**src/rtl/instr_fetch_feeder_pkg.sv**
```systemverilog
// Shared types and constants for the instruction fetch front end.
package fetch_pkg;
  localparam int INSTR_W = 32;
  localparam int ADDR_W  = 32;

  localparam logic [ADDR_W-1:0]  RESET_PC_DEFAULT = 32'hBFC0_0000;
  localparam logic [INSTR_W-1:0] NOP_INSTR        = '0;

  typedef struct packed {
    logic [INSTR_W-1:0] instr;
    logic [ADDR_W-1:0]  pc;
  } fetch_entry_t;

  function automatic logic [ADDR_W-1:0] pc_plus4(input logic [ADDR_W-1:0] pc);
    return pc + ADDR_W'(4);
  endfunction
endpackage

```
**src/rtl/instr_fetch_feeder_if.sv**
```systemverilog
// Instruction-memory handshake plus the IF/ID-facing instruction outputs.
interface instr_fetch_feeder_if;
  import fetch_pkg::*;

  logic               IMEM_REQ;
  logic [ADDR_W-1:0]  IMEM_ADDR;
  logic               IMEM_GNT;
  logic               IMEM_RVALID;
  logic [INSTR_W-1:0] IMEM_RDATA;
  logic [INSTR_W-1:0] Instr1_OUT;
  logic [ADDR_W-1:0]  Instr_PC_OUT;
  logic [ADDR_W-1:0]  Instr_PC_Plus4_OUT;
  logic               Instr_VALID;

  modport master (
    output IMEM_REQ, IMEM_ADDR, Instr1_OUT, Instr_PC_OUT, Instr_PC_Plus4_OUT, Instr_VALID,
    input  IMEM_GNT, IMEM_RVALID, IMEM_RDATA
  );

  modport slave (
    input  IMEM_REQ, IMEM_ADDR, Instr1_OUT, Instr_PC_OUT, Instr_PC_Plus4_OUT, Instr_VALID,
    output IMEM_GNT, IMEM_RVALID, IMEM_RDATA
  );
endinterface

```
**src/rtl/instr_fetch_feeder_fifo.sv**
```systemverilog
// Prefetch FIFO of {instr, pc}; clear wins over push, pop on empty is ignored.
module fetch_fifo
  import fetch_pkg::*;
#(
  parameter int DEPTH = 4,
  parameter int CW    = $clog2(DEPTH + 1)
) (
  input  logic         clk,
  input  logic         rst,
  input  logic         push,
  input  logic         pop,
  input  logic         clear,
  input  fetch_entry_t wdata,
  output fetch_entry_t head,
  output logic         full,
  output logic         empty,
  output logic [CW-1:0] count
);
  localparam int PW = $clog2(DEPTH);

  fetch_entry_t    mem [DEPTH];
  logic [PW-1:0]   wr_ptr, rd_ptr;
  logic            do_push, do_pop;

  assign empty   = (count == '0);
  assign full    = (count == CW'(DEPTH));
  assign do_pop  = pop && !empty;
  assign do_push = push && (!full || do_pop);
  assign head    = mem[rd_ptr];

  always_ff @(posedge clk) begin
    if (rst || clear) begin
      wr_ptr <= '0;
      rd_ptr <= '0;
      count  <= '0;
    end else begin
      if (do_push) begin
        mem[wr_ptr] <= wdata;
        wr_ptr      <= wr_ptr + 1'b1;
      end
      if (do_pop) rd_ptr <= rd_ptr + 1'b1;
      count <= count + CW'(do_push) - CW'(do_pop);
    end
  end

  // The issue credit upstream makes this unreachable.
  a_no_overflow: assert property (@(posedge clk) disable iff (rst)
    !(push && full && !pop && !clear));
endmodule

```
**src/rtl/instr_fetch_feeder.sv**
```systemverilog
// Fetch front end: PC, credit-limited imem requests, prefetch FIFO, IF/ID outputs.
// Build option FETCH_BYPASS_EN: a response may drive the outputs in the cycle it returns.
module instr_fetch_feeder
  import fetch_pkg::*;
#(
  parameter logic [ADDR_W-1:0] RESET_PC = RESET_PC_DEFAULT,
  parameter int                DEPTH    = 4
) (
  input  logic              CLK,
  input  logic              RESET,
  input  logic              STALL,
  input  logic              REDIRECT,
  input  logic [ADDR_W-1:0] REDIRECT_PC,
  instr_fetch_feeder_if.master bus
);
  localparam int CW = $clog2(DEPTH + 1);
  localparam int SW = CW + 2;

  logic [ADDR_W-1:0] fetch_pc;
  logic [CW-1:0]     outstanding, drop_cnt, occ;
  logic              req, issue, rsp_drop, rsp_keep;
  logic              push, pop, fifo_empty, fifo_full;
  logic              out_valid;
  fetch_entry_t      head, rsp_entry, out_entry;

  // Wrong-path words still in flight consume credit too, bounding drop_cnt to DEPTH.
  assign req   = !RESET && !REDIRECT &&
                 ((SW'(outstanding) + SW'(drop_cnt) + SW'(occ)) < SW'(DEPTH));
  assign issue = req && bus.IMEM_GNT;

  assign rsp_drop = bus.IMEM_RVALID && (drop_cnt != '0);
  assign rsp_keep = bus.IMEM_RVALID && (drop_cnt == '0) && !REDIRECT;

  // Live in-flight requests were issued back to back, so the oldest one sits behind fetch_pc.
  assign rsp_entry.instr = bus.IMEM_RDATA;
  assign rsp_entry.pc    = fetch_pc - (ADDR_W'(outstanding) << 2);

`ifdef FETCH_BYPASS_EN
  assign push = rsp_keep && (!fifo_empty || STALL);
`else
  assign push = rsp_keep;
`endif
  assign pop = !fifo_empty && !STALL && !REDIRECT;

  always_ff @(posedge CLK) begin
    if (RESET) begin
      fetch_pc    <= RESET_PC;
      outstanding <= '0;
      drop_cnt    <= '0;
    end else if (REDIRECT) begin
      fetch_pc    <= REDIRECT_PC;
      outstanding <= '0;
      drop_cnt    <= drop_cnt + outstanding - CW'(bus.IMEM_RVALID);
    end else begin
      if (issue) fetch_pc <= fetch_pc + ADDR_W'(4);
      outstanding <= outstanding + CW'(issue) - CW'(rsp_keep);
      if (rsp_drop) drop_cnt <= drop_cnt - 1'b1;
    end
  end

  fetch_fifo #(.DEPTH(DEPTH), .CW(CW)) u_fifo (
    .clk   (CLK),
    .rst   (RESET),
    .push  (push),
    .pop   (pop),
    .clear (REDIRECT),
    .wdata (rsp_entry),
    .head  (head),
    .full  (fifo_full),
    .empty (fifo_empty),
    .count (occ)
  );

  always_comb begin
    out_valid = !fifo_empty;
    out_entry = head;
`ifdef FETCH_BYPASS_EN
    if (fifo_empty && rsp_keep) begin
      out_valid = 1'b1;
      out_entry = rsp_entry;
    end
`endif
  end

  assign bus.IMEM_REQ           = req;
  assign bus.IMEM_ADDR          = fetch_pc;
  assign bus.Instr_VALID        = out_valid;
  assign bus.Instr1_OUT         = out_valid ? out_entry.instr : NOP_INSTR;
  assign bus.Instr_PC_OUT       = out_valid ? out_entry.pc : '0;
  assign bus.Instr_PC_Plus4_OUT = out_valid ? pc_plus4(out_entry.pc) : '0;
endmodule

```
**src/flat_wrapper.sv**
```systemverilog
// flat-port wrapper written by rule: the top's interface ports become plain ports
module instr_fetch_feeder_flat import fetch_pkg::*;
#(
  parameter logic [ADDR_W-1:0] RESET_PC = RESET_PC_DEFAULT,
  parameter int                DEPTH    = 4
)
  (CLK, RESET, STALL, REDIRECT, REDIRECT_PC, bus_IMEM_REQ, bus_IMEM_ADDR, bus_Instr1_OUT, bus_Instr_PC_OUT, bus_Instr_PC_Plus4_OUT, bus_Instr_VALID, bus_IMEM_GNT, bus_IMEM_RVALID, bus_IMEM_RDATA);
  instr_fetch_feeder_if bus_i ();
  input  logic CLK;
  input  logic RESET;
  input  logic STALL;
  input  logic REDIRECT;
  input  logic [ADDR_W-1:0] REDIRECT_PC;
  output wire logic [$bits(bus_i.IMEM_REQ)-1:0] bus_IMEM_REQ;
  output wire logic [$bits(bus_i.IMEM_ADDR)-1:0] bus_IMEM_ADDR;
  output wire logic [$bits(bus_i.Instr1_OUT)-1:0] bus_Instr1_OUT;
  output wire logic [$bits(bus_i.Instr_PC_OUT)-1:0] bus_Instr_PC_OUT;
  output wire logic [$bits(bus_i.Instr_PC_Plus4_OUT)-1:0] bus_Instr_PC_Plus4_OUT;
  output wire logic [$bits(bus_i.Instr_VALID)-1:0] bus_Instr_VALID;
  input wire logic [$bits(bus_i.IMEM_GNT)-1:0] bus_IMEM_GNT;
  input wire logic [$bits(bus_i.IMEM_RVALID)-1:0] bus_IMEM_RVALID;
  input wire logic [$bits(bus_i.IMEM_RDATA)-1:0] bus_IMEM_RDATA;
  assign bus_IMEM_REQ = bus_i.IMEM_REQ;
  assign bus_IMEM_ADDR = bus_i.IMEM_ADDR;
  assign bus_Instr1_OUT = bus_i.Instr1_OUT;
  assign bus_Instr_PC_OUT = bus_i.Instr_PC_OUT;
  assign bus_Instr_PC_Plus4_OUT = bus_i.Instr_PC_Plus4_OUT;
  assign bus_Instr_VALID = bus_i.Instr_VALID;
  assign bus_i.IMEM_GNT = bus_IMEM_GNT;
  assign bus_i.IMEM_RVALID = bus_IMEM_RVALID;
  assign bus_i.IMEM_RDATA = bus_IMEM_RDATA;
  instr_fetch_feeder #(.RESET_PC(RESET_PC), .DEPTH(DEPTH)) u_core (.CLK(CLK), .RESET(RESET), .STALL(STALL), .REDIRECT(REDIRECT), .REDIRECT_PC(REDIRECT_PC), .bus(bus_i));
endmodule
```
**config.mk**
```make
export PLATFORM = sky130hd
export DESIGN_NAME = instr_fetch_feeder_flat
export DESIGN_NICKNAME = d
export VERILOG_FILES = /design/src/rtl/instr_fetch_feeder_pkg.sv /design/src/rtl/instr_fetch_feeder_if.sv /design/src/rtl/instr_fetch_feeder_fifo.sv /design/src/rtl/instr_fetch_feeder.sv /design/src/flat_wrapper.sv
export SDC_FILE = /design/constraint.sdc
export NUM_CORES = 1
export LEC_CHECK = 0
export CAP_MARGIN = 15
export CORE_MARGIN = 5
export CORE_UTILIZATION = 35
export DETAILED_ROUTE_END_ITERATION = 12
export SYNTH_ARGS = -nofsm -noshare
export SYNTH_HDL_FRONTEND = slang
export SYNTH_SLANG_ARGS = --single-unit
```
**constraint.sdc**
```tcl
create_clock -name CLK -period 4.2 [get_ports CLK]
set_clock_uncertainty 0.15 [all_clocks]
set_input_delay 1.26 -clock CLK [delete_from_list [all_inputs] [get_ports CLK]]
set_output_delay 1.26 -clock CLK [all_outputs]
set_load 0.03 [all_outputs]
```
==> flow_summary.ini <==
[routing]
dr.pass1.iters = 5
postRouteWirelength_mm = 35.16
drc = 0
ant_nets = 0
viasPerCell = 5.016
first_iter_violations = 490
wl_per_cell_microns = 20.04
vias = 8798

[finish]
diodes = 0
area_delta_synth_final_pct = 32.57
fin_nets = 1301
drive_gt1_share_pct = 20.34
postLayoutCoreUtil_pct = 46.62

[logic_synthesis]
synthCells = 977
async_flop_share_pct = 0
yosysUniqueCellTypes = 66
synth_commonest_cells = edfxtp_1 (256), nor2_1 (78), and2_1 (75), mux4_2 (64), dfxtp_1 (47)
synth_edf_count = 256
synth_seq_cells = 303
netlist_area_sq_um = 13910
yosysSeqAreaShare_pct = 62.04
synth_top_area_share_pct = 55.27
ys_top_cells_by_area = edfxtp_1 (55%), mux4_2 (10%), dfxtp_1 (6.8%)
syn_nets = 1074
ys.flop_type = edfxtp_1
postSynthAreaPerCell_sq_um = 14.24
synth.most_common_cell = edfxtp_1
synth_top_area_cell = edfxtp_1
yosysWarnings = 0

[floorplan]
dieArea_sq_um = 43830
die_height_microns = 209.3
boundaryPins = 200
start_util_pct = 35.17
coreArea_sq_um = 39550
num_rows = 73
die_w_microns = 209.3

[clocking]
cts_root_buffer = clkbuf_16
cts_hold_buffers = 0
cts_tree = yes
clock-sinks = 303
clock_latency_ns = 0.50
htree_num_levels = 2
clk_path_buf_depth = 3
numCtsBuffers = 34
clk_pin_slew_ns = 0.06

[job]
maxCapViolCount = 0

[power]
power.density_nw_per_um2 = 407.0
worst_ir_drop_vdd_mv = 0.2611
leakage_nw = 6.385

[sta]
post-route-min-period_ns = 4.131
finalHoldViolations = 0
worst_slack_ns = 0.06861
setup_violations = 0
fmaxAchievable_mhz = 242.0
worstMarginPinSlew_ns = 0.7829
rsz0062_at_grt = yes
slew_headroom_pct = 47.33
fin_crit_sh_pct = 98.37
slew_violations = 0

[critical_path]
cp.required_ns = 2.79
critPathCaptureType = output pin
r2r-start = u_core.drop_cnt[0]$_SDFFE_PP0P_
cp-start-kind = flip-flop
cp_max_fo = 7
crit_arrival_ns = 2.72
critical_path_class = reg -> out

[hold_path]
hold_class = reg -> reg
min_from = u_core.u_fifo.wr_ptr[1]$_SDFFE_PP0P_

[placed_design]
portBuffers = 199
gp_congestion = 0.8627
dp_slack_ns = 0.1810
dpl.hpwl_mm = 24.28

[global_routing]
antenna_found_initial = 0
grt_max_degree = 38
grt_pass1_vias = 9050
grt_pass1_wl_mm = 53.85
grt_util_all_layers_pct = 15.53
overflow = 0

[outcome]
status = finished, final reports clean
## per-stage QoR
stage	TNS [ns]	total power [mW]	hold WS, ns	cell area [sq um]	instances
after floorplan	0	4.160	0.3192	13910	977
after global placement	0	4.624	0.3310	16860	1671
after detailed placement	0	4.639	0.3459	16860	1671
after CTS	-0.01371	7.585	0.3537	18200	1742
after global routing	-0.3121	7.816	0.3915	18440	1754
final	0	7.504	0.3488	18440	1754
## state kept, by name, summed over array words and instances, names as in the netlist, named ones only
name / count
u_core.u_fifo.mem: 256
u_core.bus.IMEM_ADDR: 32
u_core.drop_cnt: 3
u_core.outstanding: 3
u_core.u_fifo.count: 3
u_core.u_fifo.rd_ptr: 2
u_core.u_fifo.wr_ptr: 2
## timing repair
| action | in CTS | in global routing |
|---|---|---|
| pin swaps | 7 | 12 |
| gates cloned | 1 | 2 |
| setup endpoints to repair | 63 | 51 |
| setup buffers | 9 | 10 |
| resized for setup | 41 | 38 |
## routing by layer
metal,global-route usage [%],wire (microns)
met1,21.78,15690
met2,24.87,16370
met3,3.453,2455
met4,3.645,645
met5,0,0
## cells by family after synthesis
group	count (synthesis)	share of synthesized area [%]
compound gates	103	4.480
xor+xnor	68	4.282
fa+ha+maj	27	2.699
buf+inv	91	3.499
flops	303	62.04
mux	66	10.51
simple gates	319	12.50
## power breakdown
| group | total, mW | leakage [nW] | internal (mW) | switching [mW] |
|---|---|---|---|---|
| clock network | 2.89 | 0.530 | 1.74 | 1.14 |
| logic | 1.15 | 3.15 | 0.508 | 0.646 |
| registers | 3.46 | 2.70 | 3.38 | 0.0831 |
| total | 7.50 | 6.38 | 5.63 | 1.87 |
## path summary, 6_finish.rpt
path              slack [ns]  depth (start not counted)                                   end
setup reg to reg        0.68                         13      u_core.outstanding[1]$_SDFF_PP0_
setup / recovery        0.07                          8            bus_Instr_PC_Plus4_OUT[23]
hold / removal          0.35                          2  u_core.u_fifo.wr_ptr[1]$_SDFFE_PP0P_
hold reg to reg         0.35                          2  u_core.u_fifo.wr_ptr[1]$_SDFFE_PP0P_
## area by class of cell
type | instances | area, sq um
clock inverter | 20 | 176.4
sequential | 303 | 8638
tap | 525 | 656.9
fill | 3486 | 21110
inverter | 28 | 105.1
multi-input combinational | 584 | 4972
timing repair buffer | 253 | 2972
clock buffer | 41 | 918.4
## cell usage in the layout (no fill, tap or decap), types with 9 or more instances in the layout
master	netlist	final
dfxtp_1	47	43
nor2_1	78	72
nand3_1	28	27
clkbuf_16	0	37
nor3_1	23	18
xor2_1	22	22
o21ai_0	25	25
xnor2_1	46	46
buf_12	1	41
clkinv_1	1	9
and2_1	75	70
buf_4	8	35
edfxtp_1	256	256
nand4_1	9	9
mux4_2	64	64
nand2_1	45	44
a21oi_1	39	37
nor4_1	10	10
inv_1	26	25
ha_1	22	20
clkdlybuf4s50_1	0	151
a31oi_1	11	11
and3_1	10	9
dlymetal6s2s_1	0	16
## critical path, stage by stage, from the launching register on
cell and delay [ns]:
dfxtp_4 0.38, buf_12 0.15, mux4_2 0.39, and4_4 0.29, buf_4 0.15, nand4_4 0.15, or3_4 0.40, a21oi_2 0.17
buf_12 0.14
(Power assumes the default switching activity.)
